`src/rtl/pc_gen_if.sv`:
```
// PC generator bus: fetch handshake, redirect requests and status outputs.
// The master side is the PC generator; the slave side is the surrounding
// pipeline (fetch, execute and CSR unit).
interface pc_gen_if #(
  parameter int unsigned XLEN = 64
) ();
  logic            pc_valid;
  logic            pc_ready;
  logic [XLEN-1:0] inst_addr;
  logic            br_valid;
  logic [XLEN-1:0] br_target;
  logic            trap_valid;
  logic [XLEN-1:0] trap_target;
  logic            halt_req;
  logic            halted;
  logic            misalign_err;
  logic [31:0]     fetch_cnt;

  modport master (
    output pc_valid, inst_addr, halted, misalign_err, fetch_cnt,
    input  pc_ready, br_valid, br_target, trap_valid, trap_target, halt_req
  );

  modport slave (
    input  pc_valid, inst_addr, halted, misalign_err, fetch_cnt,
    output pc_ready, br_valid, br_target, trap_valid, trap_target, halt_req
  );
endinterface

```
`src/rtl/pc_gen.sv`:
```
// Program counter generator. Issues word-aligned PCs to the fetch stage with a
// valid/ready handshake, takes trap and branch redirects with one cycle of
// latency, and parks in HALT on a halt request until reset. Every output is
// driven straight from a register.
module pc_gen #(
  parameter int unsigned     XLEN          = 64,
  parameter logic [XLEN-1:0] PC_RESET_ADDR = 64'h8000_0000
) (
  input logic      clk,
  input logic      rst,
  pc_gen_if.master bus
);

  localparam logic [1:0] ST_IDLE = 2'd0;
  localparam logic [1:0] ST_RUN  = 2'd1;
  localparam logic [1:0] ST_HALT = 2'd2;

  localparam logic [XLEN-1:0] PC_STEP = {{(XLEN-3){1'b0}}, 3'd4};

  // Clear the two low bits so a redirect always lands on a word boundary.
  function automatic logic [XLEN-1:0] align_word(input logic [XLEN-1:0] addr);
    align_word = {addr[XLEN-1:2], 2'b00};
  endfunction

  // A target is misaligned when either low address bit is set.
  function automatic logic is_misaligned(input logic [1:0] low_bits);
    is_misaligned = |low_bits;
  endfunction

  logic [1:0]      state_r;
  logic [XLEN-1:0] pc_r;
  logic [31:0]     fetch_cnt_r;
  logic            misalign_r;
  logic            pc_valid_r;
  logic            halted_r;

  logic [1:0]      state_nxt_s;
  logic [XLEN-1:0] pc_nxt_s;
  logic            misalign_nxt_s;
  logic            fire_s;

  // Next-state and next-PC selection: halt > trap > branch > sequential > hold.
  always_comb begin
    state_nxt_s    = state_r;
    pc_nxt_s       = pc_r;
    misalign_nxt_s = 1'b0;
    fire_s         = pc_valid_r && bus.pc_ready;
    case (state_r)
      ST_IDLE: begin
        state_nxt_s = ST_RUN;
      end
      ST_RUN: begin
        if (bus.halt_req) begin
          // Freeze the PC; any redirect in the same cycle is dropped.
          state_nxt_s = ST_HALT;
        end else if (bus.trap_valid) begin
          pc_nxt_s       = align_word(bus.trap_target);
          misalign_nxt_s = is_misaligned(bus.trap_target[1:0]);
        end else if (bus.br_valid) begin
          pc_nxt_s       = align_word(bus.br_target);
          misalign_nxt_s = is_misaligned(bus.br_target[1:0]);
        end else if (fire_s) begin
          pc_nxt_s = pc_r + PC_STEP;
        end else begin
          pc_nxt_s = pc_r;
        end
      end
      ST_HALT: begin
        state_nxt_s = ST_HALT;
      end
      default: begin
        state_nxt_s = ST_IDLE;
      end
    endcase
  end

  // State, PC, counter and registered status flags.
  always_ff @(posedge clk) begin
    if (rst) begin
      state_r     <= ST_IDLE;
      pc_r        <= PC_RESET_ADDR;
      fetch_cnt_r <= 32'd0;
      misalign_r  <= 1'b0;
      pc_valid_r  <= 1'b0;
      halted_r    <= 1'b0;
    end else begin
      state_r    <= state_nxt_s;
      pc_r       <= pc_nxt_s;
      misalign_r <= misalign_nxt_s;
      pc_valid_r <= (state_nxt_s == ST_RUN);
      halted_r   <= (state_nxt_s == ST_HALT);
      if (fire_s) begin
        fetch_cnt_r <= fetch_cnt_r + 32'd1;
      end else begin
        fetch_cnt_r <= fetch_cnt_r;
      end
    end
  end

  assign bus.inst_addr    = pc_r;
  assign bus.pc_valid     = pc_valid_r;
  assign bus.halted       = halted_r;
  assign bus.misalign_err = misalign_r;
  assign bus.fetch_cnt    = fetch_cnt_r;

endmodule
```
`src/flat_wrapper.sv`:
```
// flat-port wrapper written by rule: the top's interface ports become plain ports
module pc_gen_flat 
#(
  parameter int unsigned     XLEN          = 64,
  parameter logic [XLEN-1:0] PC_RESET_ADDR = 64'h8000_0000
)
  (clk, rst, bus_pc_valid, bus_inst_addr, bus_halted, bus_misalign_err, bus_fetch_cnt, bus_pc_ready, bus_br_valid, bus_br_target, bus_trap_valid, bus_trap_target, bus_halt_req);
  pc_gen_if #(.XLEN(XLEN)) bus_i ();
  input logic clk;
  input logic rst;
  output wire logic [$bits(bus_i.pc_valid)-1:0] bus_pc_valid;
  output wire logic [$bits(bus_i.inst_addr)-1:0] bus_inst_addr;
  output wire logic [$bits(bus_i.halted)-1:0] bus_halted;
  output wire logic [$bits(bus_i.misalign_err)-1:0] bus_misalign_err;
  output wire logic [$bits(bus_i.fetch_cnt)-1:0] bus_fetch_cnt;
  input wire logic [$bits(bus_i.pc_ready)-1:0] bus_pc_ready;
  input wire logic [$bits(bus_i.br_valid)-1:0] bus_br_valid;
  input wire logic [$bits(bus_i.br_target)-1:0] bus_br_target;
  input wire logic [$bits(bus_i.trap_valid)-1:0] bus_trap_valid;
  input wire logic [$bits(bus_i.trap_target)-1:0] bus_trap_target;
  input wire logic [$bits(bus_i.halt_req)-1:0] bus_halt_req;
  assign bus_pc_valid = bus_i.pc_valid;
  assign bus_inst_addr = bus_i.inst_addr;
  assign bus_halted = bus_i.halted;
  assign bus_misalign_err = bus_i.misalign_err;
  assign bus_fetch_cnt = bus_i.fetch_cnt;
  assign bus_i.pc_ready = bus_pc_ready;
  assign bus_i.br_valid = bus_br_valid;
  assign bus_i.br_target = bus_br_target;
  assign bus_i.trap_valid = bus_trap_valid;
  assign bus_i.trap_target = bus_trap_target;
  assign bus_i.halt_req = bus_halt_req;
  pc_gen #(.XLEN(XLEN), .PC_RESET_ADDR(PC_RESET_ADDR)) u_core (.clk(clk), .rst(rst), .bus(bus_i));
endmodule
```
`config.mk`:
```
export PLATFORM = sky130hd
export DESIGN_NAME = pc_gen_flat
export DESIGN_NICKNAME = d
export VERILOG_FILES = /design/src/rtl/pc_gen_if.sv /design/src/rtl/pc_gen.sv /design/src/flat_wrapper.sv
export SDC_FILE = /design/constraint.sdc
export NUM_CORES = 1
export LEC_CHECK = 0
export ABC_CLOCK_PERIOD_IN_PS = 2100
export CAP_MARGIN = 5
export CORE_MARGIN = 5
export CORE_UTILIZATION = 41
export CTS_BUF_LIST = sky130_fd_sc_hd__clkbuf_16
export DETAILED_ROUTE_END_ITERATION = 10
export GPL_ROUTABILITY_DRIVEN = 0
export MAX_ROUTING_LAYER = met4
export PLACE_DENSITY_LB_ADDON = 0.1
export SLEW_MARGIN = 20
export SYNTH_ARGS = -nofsm -noshare
export SYNTH_HDL_FRONTEND = slang
export SYNTH_SLANG_ARGS = --single-unit
export TNS_END_PERCENT = 1
```
`constraint.sdc`:
```
create_clock -name clk -period 2.1 [get_ports clk]
set_input_delay 0.42 -clock clk [delete_from_list [all_inputs] [get_ports clk]]
set_output_delay 0.42 -clock clk [all_outputs]
set_load 0.005 [all_outputs]
```
# Yosys cells after proc, flatten, opt, wreduce, memory -nomap -nowiden

Cells that the tools add are included.

Equality and inequality tests: 4
Reductions and logical operators: 7
Shifts and indexed selects: 0
Bitwise operators: 2
Magnitude comparators: 0
Multiplexer cells: 7
Add/sub/neg operators: 2
$mul: 0
Divide/modulo/power cells: 0

Operators with widths:

| cell                                                             | count |
|---|---|
| 64-bit 2-to-1 mux                                                | 3 |
| 64-bit by 3-bit adder with 64-bit output (second input constant) | 1 |
| 32-bit by 1-bit adder with 32-bit output (second input constant) | 1 |
| 2-bit one-hot mux with 3 select lines                            | 1 |
| 2-bit by 1-bit == test with 1-bit output (second input constant) | 2 |
| 2-bit == test (second input constant)                            | 2 |
| 2-bit OR reduction                                               | 2 |
| 3-bit AND reduction                                              | 1 |
| 3-bit nonzero test                                               | 1 |
| 3-bit OR reduction                                               | 1 |
| 2-bit logical NOT                                                | 1 |
| 1-bit 2-to-1 mux                                                 | 2 |
| 2-bit 2-to-1 mux                                                 | 1 |
| 1-bit inverter                                                   | 2 |
| 1-bit logical AND                                                | 1 |

Latch bits: 0
Memories kept: 0
Word-level logic and storage cells: 28
Input port bits: 134
Output and inout port bits: 99
Register bits after elaboration: 101
Bits in writable memories: 0
Bits in read-only memories: 0

# Depth between registers and ports, before layout

Depth after elaboration: 4
Gate-level depth with buffers: 8
Depth with buffers taken out: 7

# Least setup slack after synthesis

No wires, ideal clock.

Path type: reg-to-reg
From: register u_core.pc_r[26] (netlist: u_core.bus.inst_addr[26])
To: register u_core.pc_r[60] (netlist: u_core.bus.inst_addr[60])
Stages on the path, launching flop included: 6
Arrival: 2119 ps
Slack: -143 ps
Required time: 1976 ps
Clock period less this slack: 2243 ps
Setup time: 124 ps
Buffers on the path: 0
Path through: dfxtp_1 -> nand2_1 -> or4_4 -> nor4_4 -> nand4_1 -> o311a_2

Word-level cells in the longest chain between the ends: 4

Ends and longest elaborated chain:

| what                                     | RTL line     | RTL |
|---|---|---|
| start, declared                          | pc_gen.sv:31 | `logic [XLEN-1:0] pc_r;` |
| start signal, assigned                   | pc_gen.sv:88 | `pc_r <= pc_nxt_s;` |
| 64-bit by 3-bit adder with 64-bit output | pc_gen.sv:63 | `pc_nxt_s = pc_r + PC_STEP;` |
| 64-bit 2-to-1 mux                        | pc_gen.sv:62 | `end else if (fire_s) begin` |
| 64-bit 2-to-1 mux                        | pc_gen.sv:59 | `end else if (bus.br_valid) begin` |
| 64-bit 2-to-1 mux                        | pc_gen.sv:56 | `end else if (bus.trap_valid) begin` |

Every way passes these cells. The select of a mux whose other input is x is not followed.
A chain may end at the register's enable or synchronous reset.

# Worst setup path in the final report

From: register u_core.pc_r[33] (netlist: u_core.bus.inst_addr[33])
To: register u_core.pc_r[49] (netlist: u_core.bus.inst_addr[49])

Same word-level chain as after synthesis.

==> impl_metrics.tcl <==
set metrics [dict create \
    cp_num_buf_inv 0 \
    post-dp-hpwl_um 19200 \
    area_growth_pct 64.6 \
    grt_pass1_wl_um 40300 \
    setup_ws_ps -109 \
    grt_max_degree 48 \
    status "finished, violations left" \
    drt_wl_total_um 25600 \
    setup_violations 3 \
    core_area_sq_um 15000 \
    crit_chain "nand4_1 > or3_4 > or4_4 > or4_4 > nand3_2 > a21oi_2" \
    initial_core_util_pct 41.4 \
    wire_per_inst_um 18.6 \
    crit_family "simple AND/OR/NAND/NOR gates" \
    grt_setup_unrepaired "yes" \
    htreeDepth 3 \
    arrival_ps 2450 \
    drt_first_pass_iters 7 \
    globalRouteOverflowTotal 0 \
    powerDensity_nw_per_um2 466 \
    worst_slew_pin_slew_ps 577 \
    fin_area_sq_um 10200 \
    cts-buffers-inserted 9 \
    dr_total_vias 8169 \
    hold_viol 0 \
    drc 0 \
    antenna_found_initial 0 \
    nets 1318 \
    track_usage_pct 28.4 \
    slew_viol_final 0 \
    layout_commonest_cell "clkdlybuf4s50_1" \
    die_w_um 133 \
    drt_iter0_markers 756 \
    clockBufferDepth 2 \
    leakage_nw 3.65 \
    period_needed_ps 2210 \
    netlist_area_sq_um 6220 \
    num_antenna_cells 0 \
    ys_types 75 \
    viasPerCell 5.94 \
    end_kind "register" \
    max-slew-margin-rel_pct 61.2 \
    crit_slowest_cell "or4_4" \
    clkLatencyLatePin_ps 360 \
    instances_no_fill 1375 \
    vdd_drop_max_v 0.000428 \
    cp_max_fo 2 \
    cts.reportedPaths.clkPinSlew_ps 80 \
    cts_num_sinks 99 \
    final_cell_mix "clkdlybuf4s50_1, buf_4, nand2_1" \
    yosys_warnings 0 \
    syn_inst 838 \
    fp.dieArea_sq_um 17700 \
    crit_path_frequent_cell "or4_4" \
    ys_ff_latch 99 \
    io_pins 233 \
    root_buffer "clkbuf_16" \
    holdWs_ps 452 \
    drive_gt1_share_pct 20.5 \
    skew_ps 6.21 \
    synth_edf_count 0 \
    worst_hold_path_type "input port to register" \
    synthArstFlopShare_pct 0 \
    cts_tree "done" \
    ant_nets 0 \
    maxCapViolCount 0 \
    ys_seq_area_share_pct 31.8 \
    num_rows 45 \
    dpl-instance-area_sq_um 9690 \
    die_h_um 133 \
    crit_type "register to register" \
    place_inst 1349 \
    p_total_mw 4.78 \
    critical_path.startpoint_type "register" \
    violations "negative setup slack" \
    fin_setup_tns_ps -187 \
    cts-hold-fix-buffers 0 \
    fmax_mhz 453 \
    critPathMaxStageDelay_ps 570 \
    crit_required_ps 2340 \
    period_share_pct 105 \
    grt_pass1_vias 7915 \
    syn_area_per_cell_sq_um 7.43 \
    synth-main-ff-cell "dfxtp_1" \
    numPortBuffers 230 \
]
==> cell families (layout without fill, tap and decap cells) <==
logic type	count (synthesis)	after routing	share of synthesized area, %
muxes	4	4	0.683
other	1	2	0.0602
buffers and inverters	80	428	5.61
adders and majority gates	2	2	0.402
AOI/OAI and AO/OA	256	256	27.3
xor gates and xnor gates	25	25	3.52
DFF	99	99	31.8
and+or+nand+nor	371	371	30.6
==> worst paths after layout <==
kind	startpoint	to	slack [ps]	cells past startpoint
worst min register to register	u_core.bus.fetch_cnt[23]$_SDFFE_PP0P_	u_core.bus.fetch_cnt[23]$_SDFFE_PP0P_	500	2
worst min-delay path	rst	u_core.bus.inst_addr[62]$_SDFFE_PP0P_	450	2
worst max register to register	u_core.bus.inst_addr[33]$_SDFFE_PP0P_	u_core.bus.inst_addr[49]$_SDFFE_PP0P_	-110	6
worst max-delay path	u_core.bus.inst_addr[33]$_SDFFE_PP0P_	u_core.bus.inst_addr[49]$_SDFFE_PP0P_	-110	6
==> registers in the layout, indices dropped and copies added, names as in the netlist <==
register	flops
u_core.bus.pc_valid	1
u_core.bus.halted	1
u_core.state_r	2
u_core.bus.fetch_cnt	32
u_core.bus.inst_addr	62
u_core.bus.misalign_err	1
==> cells in the mapped netlist (3+ instances only) <==
| library cell | count | area, sq um |
|---|---|---|
| xor2_1 | 15 | 131 |
| buf_6 | 3 | 33.8 |
| o32ai_1 | 7 | 61.3 |
| buf_2 | 4 | 20.0 |
| a221o_1 | 9 | 90.1 |
| clkbuf_1 | 35 | 131 |
| and2_1 | 4 | 25.0 |
| a32o_1 | 4 | 40.0 |
| o31ai_1 | 4 | 30.0 |
| o311ai_0 | 6 | 52.6 |
| o21ai_0 | 62 | 310 |
| nand2_1 | 91 | 342 |
| o21a_1 | 4 | 30.0 |
| o22ai_1 | 7 | 43.8 |
| xnor2_1 | 10 | 87.6 |
| a221oi_1 | 4 | 35.0 |
| or4_1 | 3 | 22.5 |
| or2_2 | 6 | 37.5 |
| nor4_1 | 19 | 119 |
| a31oi_1 | 18 | 113 |
| nor2_1 | 76 | 285 |
| nand3_1 | 41 | 205 |
| nand4_1 | 43 | 269 |
| inv_1 | 24 | 90.1 |
| a22oi_1 | 20 | 150 |
| and4_1 | 5 | 43.8 |
| o211ai_1 | 9 | 67.6 |
| buf_1 | 8 | 30.0 |
| and4_2 | 5 | 50.1 |
| nor3_1 | 32 | 160 |
| a21o_1 | 4 | 30.0 |
| o31a_1 | 4 | 35.0 |
| a22o_1 | 13 | 114 |
| a21oi_1 | 59 | 295 |
| a211oi_1 | 4 | 30.0 |
| and3_1 | 15 | 93.8 |
| or3_1 | 14 | 87.6 |
| nor4b_1 | 3 | 26.3 |
| dfxtp_1 | 99 | 1980 |
| buf_4 | 3 | 22.5 |
==> layout make-up <==
type | count | area, sq um
Fill cell | 1289 | 4780
Tap cell | 188 | 235
Inverter | 25 | 93.8
Clock inverter | 7 | 80.1
Clock buffer | 9 | 225
Timing Repair Buffer | 387 | 3520
Sequential cell | 99 | 2010
Multi-Input combinational cell | 660 | 4090
==> routing by layer <==
| layer | track usage, % | up-vias | routed length (um) |
|---|---|---|---|
| met5 | - | - | 0 |
| met4 | 8.34 | 0 | 519 |
| met3 | 5.78 | 56 | 2070 |
| met1 | 36.0 | 3811 | 10800 |
| li1 | - | 3868 | - |
| met2 | 45.8 | 434 | 12100 |
==> power breakdown <==
part	switching, mW	internal (mW)
Sequential	0.0678	1.94
Clock	0.868	0.849
Combinational	0.460	0.589
==> per-stage QoR <==
| stage | utilization [%] | setup slack [ps] |
|---|---|---|
| final | 68.2 | -109 |
| after global routing | 68.2 | -132 |
| after CTS | 67.2 | -42.2 |
| after detailed placement | 64.5 | -343 |
| after global placement | 64.5 | -331 |
| after floorplan | - | -57.5 |
==> what timing repair did <==
item / CTS / global route
gates resized for setup: 18 / 34
cloned: 0 / 0
pin swaps: 10 / 13
setup buffers: 7 / 3
hold endpoints to repair: 0 / 0
setup endpoints to repair: 15 / 43
(Power assumes the default switching activity.)
